$ cat src/rtl/job_sequencer.sv
// job_sequencer: one-job-at-a-time control FSM in front of the shared
// processing datapath. A job is accepted over a valid/ready port. The FSM
// then waits for the resource grant (or skips that wait when the job is
// flagged fast), runs a PROC phase lasting len+1 cycles, and reports either
// a one-cycle done pulse or a sticky error that is cleared by err_ack.
//
// Ports:
//   clk, rst_n           clock (posedge), asynchronous active-low reset
//   req_valid/req_ready  job request handshake (ready only in IDLE)
//   req_data/len/fast    job payload, PROC length, skip-WAIT flag (captured on accept)
//   res_grant            resource grant from arbiter
//   abort, err_ack       abort current job / acknowledge and clear an error
//   state, counter       FSM state encoding and phase counter
//   busy, done,          status decodes of the state register
//   error_flag
//   err_cause            01 timeout, 10 abort, 00 none
//   job_data             payload of the most recently accepted job
module job_sequencer #(
  parameter int unsigned DATA_W  = 32,
  parameter int unsigned TIMEOUT = 200
) (
  input  logic              clk,
  input  logic              rst_n,
  input  logic              req_valid,
  output logic              req_ready,
  input  logic [DATA_W-1:0] req_data,
  input  logic [7:0]        req_len,
  input  logic              req_fast,
  input  logic              res_grant,
  input  logic              abort,
  input  logic              err_ack,
  output logic [2:0]        state,
  output logic [7:0]        counter,
  output logic              busy,
  output logic              done,
  output logic              error_flag,
  output logic [1:0]        err_cause,
  output logic [DATA_W-1:0] job_data
);

  typedef enum logic [2:0] {
    S_IDLE   = 3'b000,
    S_WAIT   = 3'b001,
    S_ACTIVE = 3'b010,
    S_PROC   = 3'b011,
    S_DONE   = 3'b100,
    S_ERROR  = 3'b101
  } state_t;

  localparam logic [1:0] CAUSE_NONE    = 2'b00;
  localparam logic [1:0] CAUSE_TIMEOUT = 2'b01;
  localparam logic [1:0] CAUSE_ABORT   = 2'b10;

  // Last WAIT cycle before timeout; TIMEOUT <= 256 keeps this within 8 bits.
  localparam logic [7:0] WAIT_LAST = 8'(TIMEOUT - 1);

  state_t            state_q, state_d;
  logic [7:0]        cnt_q, cnt_d;
  logic [1:0]        cause_q, cause_d;
  logic [7:0]        len_q;
  logic [DATA_W-1:0] data_q;
  logic              accept;

  assign accept = (state_q == S_IDLE) && req_valid;

  // The fast flag only steers the accept transition, so it is consumed
  // directly from req_fast rather than kept in a register nobody reads.
  always_comb begin
    state_d = state_q;
    cnt_d   = cnt_q;
    cause_d = cause_q;
    unique case (state_q)
      S_IDLE: begin
        cnt_d = '0;
        if (req_valid) state_d = req_fast ? S_ACTIVE : S_WAIT;
      end
      S_WAIT: begin
        if (abort) begin
          state_d = S_ERROR;
          cause_d = CAUSE_ABORT;
        end else if (res_grant) begin
          state_d = S_ACTIVE;
        end else if (cnt_q == WAIT_LAST) begin
          state_d = S_ERROR;
          cause_d = CAUSE_TIMEOUT;
        end else begin
          cnt_d = cnt_q + 8'd1;
        end
      end
      S_ACTIVE: begin
        if (abort) begin
          state_d = S_ERROR;
          cause_d = CAUSE_ABORT;
        end else if (!res_grant) begin
          state_d = S_WAIT;
          cnt_d   = '0;
        end else begin
          state_d = S_PROC;
          cnt_d   = len_q;
        end
      end
      S_PROC: begin
        if (abort) begin
          state_d = S_ERROR;
          cause_d = CAUSE_ABORT;
        end else if (cnt_q == 8'd0) begin
          state_d = S_DONE;
        end else begin
          cnt_d = cnt_q - 8'd1;
        end
      end
      S_DONE: begin
        state_d = S_IDLE;
        cnt_d   = '0;
      end
      S_ERROR: begin
        if (err_ack) begin
          state_d = S_IDLE;
          cnt_d   = '0;
          cause_d = CAUSE_NONE;
        end
      end
      default: begin
        state_d = S_IDLE;
        cnt_d   = '0;
        cause_d = CAUSE_NONE;
      end
    endcase
  end

  always_ff @(posedge clk or negedge rst_n) begin
    if (!rst_n) begin
      state_q <= S_IDLE;
      cnt_q   <= '0;
      cause_q <= CAUSE_NONE;
      len_q   <= '0;
      data_q  <= '0;
    end else begin
      state_q <= state_d;
      cnt_q   <= cnt_d;
      cause_q <= cause_d;
      if (accept) begin
        len_q  <= req_len;
        data_q <= req_data;
      end
    end
  end

  assign state      = state_q;
  assign counter    = cnt_q;
  assign err_cause  = cause_q;
  assign job_data   = data_q;
  assign req_ready  = (state_q == S_IDLE);
  assign busy       = (state_q == S_WAIT) || (state_q == S_ACTIVE) || (state_q == S_PROC);
  assign done       = (state_q == S_DONE);
  assign error_flag = (state_q == S_ERROR);

endmodule
$ cat config.mk
export PLATFORM = sky130hd
export DESIGN_NAME = job_sequencer
export DESIGN_NICKNAME = d
export VERILOG_FILES = /design/src/rtl/job_sequencer.sv
export SDC_FILE = /design/constraint.sdc
export NUM_CORES = 1
export LEC_CHECK = 0
export ABC_AREA = 1
export CAP_MARGIN = 5
export CORE_ASPECT_RATIO = 0.9
export CORE_MARGIN = 3
export CORE_UTILIZATION = 40
export CTS_CLUSTER_DIAMETER = 40
export DETAILED_ROUTE_END_ITERATION = 8
export PLACE_DENSITY = 0.73
export SYNTH_ARGS = -nofsm -noshare
export SYNTH_HDL_FRONTEND = slang
export SYNTH_SLANG_ARGS = --single-unit
$ cat constraint.sdc
create_clock -name clk -period 3.3 [get_ports clk]
set_input_delay 0.33 -clock clk [delete_from_list [all_inputs] [get_ports clk]]
set_output_delay 0.33 -clock clk [all_outputs]
set_load 0.01 [all_outputs]
==> summary.md, run 1 <==
| Metric | Value |
|---|---|
| Status | complete, no violations |
| Ant. Diodes | 0 |
| R2R Setup Slk | 1.30 ns |
| Clk_skew | 0.00636 ns |
| Met1 GRT Util | 22.1% |
| Share of the synthesized area in the top cell type | 49.8% |
| Worst setup startpoint | state[0] |
| Die width | 92 um |
| CP endpoint kind | output pin |
| Highest Clock Rate | 466 MHz |
| Synth unique cells | 35 |
| Die Height | 83.4 um |
| P_leak | 1.65 nW |
| Share of cells above drive strength 1 | 17.2% |
| Area post-placement | 3680 sq um |
| Final WL | 6.53 mm |
| Gpl congestion | 0.888 |
| Clock latency on the worst-skew pair | 0.29 ns |
| Crit Path Class | register to output pin |
| DRT Pass-1 Iters | 4 |
| CTS buffer count | 5 |
| Worst path cell trace | nor2_2, inv_1, nor2_4, clkdlybuf4s50_1 |
| Power per standard cell area | 928 nW/um^2 |
| # port buffers | 95 |
| Syn nets | 318 |
| H-tree depth | 2 |
| Vias post-DR | 2231 |
| Syn Std Cell Area | 2660 sq um |
| Via density per instance | 4.92 |
| Initial antenna violation count | 0 |
| Worst path required time | 2.97 ns |
| Maximum vdd drop | 0.528 mV |
| Area Overhead vs Synth | 41.3% |
| CP Launch Type | register |
| Arrival @ worst endpoint | 1.82 ns |
| Sequential fraction of the synthesis area | 49.8% |
| Slowest-stage cell, CP | clkdlybuf4s50_1 |
| Hold-fix buffers, CTS | 0 |
| Clock Root Buffer | clkbuf_8 |
| Largest net degree at the start of global routing | 41 |
| DRT antenna net count | 0 |
| Max FO, Critical Path | 10 |
| Hold Vio Cnt, Final | 0 |
| Setup_tns | 0 ns |
| DR DRC count | 0 |
| YS warnings | 0 |
| Syn avg cell area | 9.90 sq um |
| Max-slew violation count | 0 |
| R2R Path Start | state[1] |
| TritonCTS clock tree | built |
| Total gr overflow | 0 |
| WL per Instance | 14.4 um |
| Setup bufs post-CTS | 0 |
| CTS resizes | 0 |
| Overall routing resource usage | 17.4% |
| Detailed Route Iter0 Violations | 108 |
| Core box area | 6280 sq um |
| NumNets Final | 414 |
| Synth area leader | dfrtp_1 |
| GRT busiest layer | met2 |
| Crit-path max cell delay | 0.56 ns |
| Met2 GRT Util | 26.4% |
| Slew @ Worst Pin | 0.889 ns |
| Die area | 7670 sq um |
| Initial core utilization | 42.4% |
| Post-route cell area | 3760 sq um |
| Maxcap violations | 0 |
| Slew HR | 40.8% |
| Top cells by area, synth | dfrtp_1 50%, mux2_2 17%, nand2_1 6.8% |
| Fin crit share | 65.0% |
| Min Tclk post-route | 2.15 ns |
| Clock buffer depth | 2 |
| Global-route wire length before repair | 10.8 mm |
| Vias in the first global route | 2298 |
| Synth Instances | 269 |
| RSZ-0062 raised after global routing | no |
| Yosys reg bits | 53 |
| Clock-pin slew on the worst setup and hold paths | 0.09 ns |
| Top Ports | 96 |
| Rows | 27 |
| HP Class | input port to async pin |
| Setup violations, final | 0 |
| GRT met3 Usage | 8.70% |
| DP Wirelength | 5.15 mm |
| # clock sinks | 53 |
==> final cells by class <==
type                            count  area [sq um]
Clock buffer                        8          80.1
Fill cell                         548          2520
Inverter                           22          85.1
Multi-Input combinational cell    186          1200
Sequential cell                    53          1330
Tap cell                           87           109
Timing Repair Buffer               97           961
==> cells by family after synthesis <==
family / Yosys count / synth area share [%]
AO/OA/AOI/OAI: 29 / 6.34
adder cells (fa/ha/maj): 2 / 0.940
buffers and inverters: 30 / 5.12
flip-flops: 53 / 49.8
multiplexers: 40 / 16.9
AND/OR/NAND/NOR: 115 / 20.9
==> metal layers <==
| metal | share of wire, % | up-vias |
|---|---|---|
| met1 | 43 | 1048 |
| met2 | 44 | 88 |
| met5 | 0 | - |
| li1 | - | 1091 |
| met3 | 12 | 4 |
| met4 | 0.67 | 0 |
==> cell usage after synthesis, drive strengths merged <==
cell type	count
o21ai	6
a21oi	16
inv	22
o21a	1
ha	2
nor3	6
nor4	2
and3	1
a41o	1
or2	1
nand2	50
a22oi	3
and2	1
a211oi	1
mux2	40
buf	8
nor2	30
dfrtp	53
nor3b	1
nand3b	2
nand3	17
o21bai	1
nand4	4
==> sequential cells by signal, indices dropped and copies added, names as in the netlist <==
| name | count |
|---|---|
| job_data | 32 |
| counter | 8 |
| len_q | 8 |
| state | 3 |
| err_cause | 2 |
==> worst max-delay path, delay by kind of cell, from the launching register on <==
kind          cells  cell delay [ns]
buf+inv           2             0.66
flops             1             0.53
simple gates      2             0.33
==> metrics by stage <==
| stage | power [W] | hold slack (ns) | std cells | utilization (%) | worst slack [ns] |
|---|---|---|---|---|---|
| after floorplan | 0.00230 | 0.0344 | 269 | - | 1.43 |
| after global placement | 0.00313 | 0.459 | 445 | 58.6 | 1.37 |
| after detailed placement | 0.00316 | 0.466 | 445 | 58.6 | 1.30 |
| after CTS | 0.00353 | 0.185 | 453 | 59.9 | 1.12 |
| after global routing | 0.00376 | 0.209 | 453 | 59.9 | 0.960 |
| final | 0.00349 | 0.150 | 453 | 59.9 | 1.15 |
==> path summary, 6_finish.rpt <==
kind                           endpoint  cells after the start
hold reg to reg            err_cause[1]                      2
max in group asynchronous  err_cause[0]                      2
hold / removal             job_data[17]                      1
setup / recovery              req_ready                      4
setup reg to reg             counter[4]                     14
min in group clk           err_cause[1]                      2
==> report_power, final <==
| group | total (W) | internal (W) | switching, W |
|---|---|---|---|
| sequential | 0.00122 | 0.000973 | 0.000251 |
| clock | 0.000346 | 0.000151 | 0.000194 |
| combinational | 0.00192 | 0.00103 | 0.000892 |
==> layout by cell type (no fill, tap or decap), types with 4 or more instances in the layout <==
cell type | synthesis | final
nor3_1 | 5 | 5
nand3_1 | 14 | 14
dfrtp_1 | 53 | 53
mux2_2 | 40 | 40
nor2_1 | 26 | 26
inv_1 | 20 | 20
clkbuf_8 | 0 | 5
clkdlybuf4s50_1 | 0 | 94
nand2_1 | 48 | 48
a21oi_1 | 16 | 16
nand4_1 | 4 | 4
Power figures use the tool's default switching activity.
==> run 2, diff against run 1 <==
PLACE_DENSITY = 0.76   (was 0.73)
clock period = 1.9 ns   (was 3.3 ns; I/O delays follow)
==> run 2 against run 1 <==
Global-route usage is 1.4 points higher; power rose by 82%; combinational power grew 89%; clock-buffer cell count fell by 3; sequential cell count did not move.
==> summary.md, run 2 (same netlist as run 1, synthesis figures left out) <==
| Metric | Value |
|---|---|
| Status | complete, no violations |
| Largest net degree at the start of global routing | 54 |
| Final Core Density | 62.5% |
| CTS buffer count | 5 |
| Highest Clock Rate | 548 MHz |
| HP Class | input port to async pin |
| Ant. Diodes | 0 |
| Initial antenna violation count | 0 |
| Die Height | 83.4 um |
| R2R Path End | counter[4] |
| Worst path required time | 1.71 ns |
| Gpl congestion | 0.937 |
| Clock-pin slew on the worst setup and hold paths | 0.10 ns |
| Clock Root Buffer | clkbuf_8 |
| DRT Pass-1 Iters | 4 |
| Area Overhead vs Synth | 47.6% |
| DRT antenna net count | 0 |
| Most common cell after layout, fill and taps aside | clkdlybuf4s50_1 |
| R2R Path Start | state[0] |
| Clk_skew | 0.0116 ns |
| Vias in the first global route | 2516 |
| Die width | 92 um |
| Bufs and invs on worst path | 2 |
| Fin crit share | 96.0% |
| Worst r2r path cells | 14 |
| Overall routing resource usage | 18.8% |
| Slew @ Worst Pin | 0.348 ns |
| CP Launch Type | register |
| Cell family with most CP delay | buffers and inverters |
| Most frequent cells in the layout | 92 x clkdlybuf4s50_1, 51 x dfrtp_1, 48 x nand2_1, 40 x mux2_2, 25 x nor2_1 |
| Power per standard cell area | 1620 nW/um^2 |
| Top Ports | 96 |
| CP endpoint kind | output pin |
| Clock latency on the worst-skew pair | 0.30 ns |
| Crit Path Class | register to output pin |
| Levels on crit path | 4 |
| Crit-path max cell delay | 0.54 ns |
| Share of cells above drive strength 1 | 22.3% |
| Min Tclk post-route | 1.82 ns |
| Slowest-stage cell, CP | clkdlybuf4s50_1 |
| NumNets Final | 429 |
| WL per Instance | 15.0 um |
| Global-route wire length before repair | 11.8 mm |
| Pre-CTS setup slack | -0.0464 ns |
| # clock sinks | 53 |
| Initial core utilization | 42.4% |
| Max-slew violation count | 0 |
| Max reg flops | 32 |
| Placed cells | 452 |
| DR DRC count | 0 |
| P_leak | 1.76 nW |
| R2R Setup Slk | 0.10 ns |
| Rows | 27 |
| Clock buffer depth | 2 |
| Maximum vdd drop | 0.853 mV |
| # port buffers | 95 |
| Total gr overflow | 0 |
| Vias post-DR | 2389 |
| Max FO, Critical Path | 6 |
| RSZ-0062 raised after global routing | yes |
| Setup violations, final | 0 |
| DP Wirelength | 5.29 mm |
| Via density per instance | 5.10 |
| Final WL | 7.02 mm |
| Setup slack after layout | 0.0751 ns |
| Post-Layout Cell Count | 468 |
| Detailed Route Iter0 Violations | 104 |
| Maxcap violations | 0 |
| Arrival @ worst endpoint | 1.63 ns |
| Hold Vio Cnt, Final | 0 |
| Slew HR | 76.6% |
| Worst path cell trace | nor2_2, inv_1, nor2_1, clkdlybuf4s50_1 |
| TritonCTS clock tree | built |
| Die area | 7670 sq um |
| Core box area | 6280 sq um |
| Worst setup startpoint | state[1] |
| H-tree depth | 2 |
[run 2: changes by cell type in the layout (fill, tap and decap cells not counted), sizes merged]
| cell | previous run | this run |
|---|---|---|
| dlymetal6s2s | 0 | 2 |
| buf | 3 | 17 |
| dlygate4sd3 | 0 | 1 |
| clkinv | 0 | 2 |
| clkinvlp | 0 | 1 |
| clkbuf | 8 | 5 |
| clkdlybuf4s50 | 94 | 92 |
[run 2: worst max-delay path by stage]
stage	endpoint	slack, ns
finish	done	0.08
global route	counter[4]	-0.06
CTS	req_ready	0.01
detailed placement	counter[4]	-0.05
global placement	counter[4]	0.08
floorplan	counter[4]	0.03
[run 2: stage by stage]
stage | power (W) | TNS [ns] | instance area, sq um | hold WS, ns
3_5_place_dp | 0.00560 | -0.0464 | 3760 | 0.211
4_1_cts | 0.00636 | 0 | 3910 | 0.405
3_3_place_gp | 0.00550 | 0 | 3760 | 0.209
6_report | 0.00635 | 0 | 3930 | 0.422
5_1_grt | 0.00682 | -0.110 | 3930 | 0.435
2_1_floorplan | 0.00399 | 0 | 2660 | -0.106
[run 2: tightest hold or removal path: stages]
cell           delay [ns]
dlygate4sd3_1        0.53
buf_2                0.13
buf_12               0.27
[run 2: power by group]
part	switching (W)	internal [W]
combinational	0.00168	0.00195
sequential	0.000400	0.00170
clock	0.000367	0.000255
total	0.00245	0.00390
[run 2: cell type report]
type,count,area (sq um)
fill,542,2350
sequential,53,1330
multi-input combinational,186,1210
timing repair buffer,112,1110
tap,87,109
inverter,22,85.1
clock buffer,5,68.8
clock inverter,3,17.5
[run 2: per-layer routing]
metal	vias up	global-route usage (%)	part of all wire [%]
met2	109	30.9	46
met5	-	0	0
met4	0	4.32	1.3
li1	1126	-	-
met1	1142	22.2	41
met3	12	8.97	12
[run 2: what timing repair did]
item	in CTS	in global routing
setup buffers	7	0
endpoints found under the setup margin	4	6
endpoints found under the hold margin	53	0
gates resized for setup	2	5
hold buffers	1	0
pin swaps	0	1
==> run 3, diff against run 2 <==
REMOVE_ABC_BUFFERS = 1   (was default)
==> run 3 against run 2 <==
Worst setup slack improved by 0.034 ns; worst hold slack worse by 0.060 ns; fmax increased by 1.9%; critical endpoint is now counter[4]; largest power group unchanged.
==> summary.md, run 3 (same netlist as run 1, synthesis figures left out) <==
| Metric | Value |
|---|---|
| Arrival @ worst endpoint | 2.02 ns |
| Clock Root Buffer | clkbuf_8 |
| R2R Path End | counter[4] |
| Gpl congestion | 0.906 |
| Final WL | 7.11 mm |
| Clock buffer depth | 2 |
| Top sig layer | met4 |
| Setup violations, final | 0 |
| Slowest-stage cell, CP | dfrtp_2 |
| HP Class | input port to async pin |
| Initial core utilization | 42.4% |
| R2R Setup Slk | 0.11 ns |
| Status | complete, no violations |
| Die area | 7670 sq um |
| Min Tclk post-route | 1.79 ns |
| Area Overhead vs Synth | 49.2% |
| Vias post-DR | 2382 |
| WL met1 | 2.87 mm |
| Slew HR | 67.5% |
| Setup slack after layout | 0.109 ns |
| Initial antenna violation count | 0 |
| Fin crit share | 94.3% |
| Crit-path max cell delay | 0.47 ns |
| DR DRC count | 0 |
| Slew @ Worst Pin | 0.487 ns |
| DP Wirelength | 5.27 mm |
| Worst Hold Slack | 0.362 ns |
| DRT Pass-1 Iters | 4 |
| Largest net degree at the start of global routing | 41 |
| Maximum vdd drop | 0.861 mV |
| TritonCTS clock tree | built |
| Cell family with most CP delay | flip-flops |
| Setup_tns | 0 ns |
| NumNets Final | 431 |
| Rows | 27 |
| Maxcap violations | 0 |
| Worst setup startpoint | state[1] |
| Most frequent cells in the layout | 91 x clkdlybuf4s50_1, 50 x dfrtp_1, 47 x nand2_1, 40 x mux2_2, 25 x nor2_1 |
| Die width | 92 um |
| CTS buffer count | 5 |
| Power Total | 0.00641 W |
| Overall routing resource usage | 19.1% |
| Worst setup endpoint | counter[4] |
| Most common cell after layout, fill and taps aside | clkdlybuf4s50_1 |
| Clock latency on the worst-skew pair | 0.30 ns |
| Hold Vio Cnt, Final | 0 |
| Bufs and invs on worst path | 5 |
| CP Launch Type | register |
| Met3 wire len | 1.01 mm |
| # port buffers | 95 |
| Worst path required time | 2.13 ns |
| Detailed Route Iter0 Violations | 95 |
| Clock-pin slew on the worst setup and hold paths | 0.09 ns |
| Worst path cell trace | buf_6, nand3_4, nand2_1, nand2_2, inv_1, ha_1, inv_1, nand2_1, inv_2, nor2_2, inv_1, nor2_1, o21ai_1, nand3_1, a21oi_1 |
| FF+latch area | 1330 sq um |
| Pre-CTS setup slack | 0.0455 ns |
| Die Height | 83.4 um |
| Max FO, Critical Path | 5 |
| Power per standard cell area | 1610 nW/um^2 |
| R2R Path Start | state[1] |
| Multi-input logic area | 1230 sq um |
| Ant. Diodes | 0 |
| # clock sinks | 53 |
| Wire length on met2 | 3.05 mm |
| DRT antenna net count | 0 |
| Max reg flops | 32 |
| Highest Clock Rate | 558 MHz |
| Share of cells above drive strength 1 | 23.2% |
| Core box area | 6280 sq um |
| Top Ports | 96 |
| Clk_skew | 0.00403 ns |
| Crit Path Class | register to register |
| Levels on crit path | 15 |
| CP endpoint kind | register |
| WL per Instance | 15.1 um |
| Worst r2r path cells | 15 |
| Max-slew violation count | 0 |
| Vias in the first global route | 2510 |
| Global-route wire length before repair | 11.9 mm |
| Total gr overflow | 0 |
| Filler cells | 526 |
| H-tree depth | 2 |
| Most used cell, CP | inv_1 |
| P_leak | 1.79 nW |
| Via density per instance | 5.07 |
[run 3: changes by cell type in the layout (fill, tap and decap cells not counted), sizes merged]
cell           before  now
clkbuf              5    7
buf                17   19
clkdlybuf4s50      92   91
clkinv              2    1
dlymetal6s2s        2    3
inv                22   21
[run 3: metal layers]
| metal | GRT usage, % | vias up |
|---|---|---|
| met1 | 23.3 | 1121 |
| met5 | 0 | - |
| li1 | - | 1128 |
| met3 | 10.5 | 14 |
| met2 | 27.9 | 119 |
| met4 | 8.10 | 0 |
[run 3: how the worst min path moves through the flow]
| stage | from | end | slack, ns | cells after the start |
|---|---|---|---|---|
| floorplan | rst_n | counter[0] | -0.11 | 0 |
| global placement | rst_n | job_data[9] | 0.18 | 1 |
| detailed placement | rst_n | job_data[9] | 0.18 | 1 |
| CTS | rst_n | job_data[9] | 0.38 | 2 |
| global route | rst_n | job_data[19] | 0.40 | 2 |
| finish | rst_n | job_data[9] | 0.36 | 2 |
[run 3: repair_timing]
item	CTS	global route
hold buffers	1	0
setup endpoints to repair	3	7
pin swaps	0	1
hold endpoints to repair	20	0
gates cloned	0	0
setup buffers	4	1
resized for setup	2	14
[run 3: power by group]
group / internal (W) / leakage, nW / switching [W]
registers: 0.00170 / 0.637 / 0.000374
logic: 0.00199 / 1.11 / 0.00174
clock network: 0.000261 / 0.0385 / 0.000354
total: 0.00395 / 1.79 / 0.00246
[run 3: layout make-up]
class | count | share of cell area [%]
Sequential cell | 53 | 33.5
Multi-Input combinational cell | 186 | 31.0
Timing Repair Buffer | 114 | 28.5
Tap cell | 87 | 2.74
Inverter | 22 | 2.20
Clock buffer | 7 | 1.92
Clock inverter | 1 | 0.189
[run 3: per-stage QoR]
step / util, % / cell area, sq um / instances
6_report: 63.2 / 3970 / 470
5_1_grt: 63.2 / 3970 / 470
4_1_cts: 62.3 / 3920 / 469
3_5_place_dp: 60.3 / 3790 / 456
3_3_place_gp: 60.3 / 3790 / 456
2_1_floorplan: - / 2610 / 261
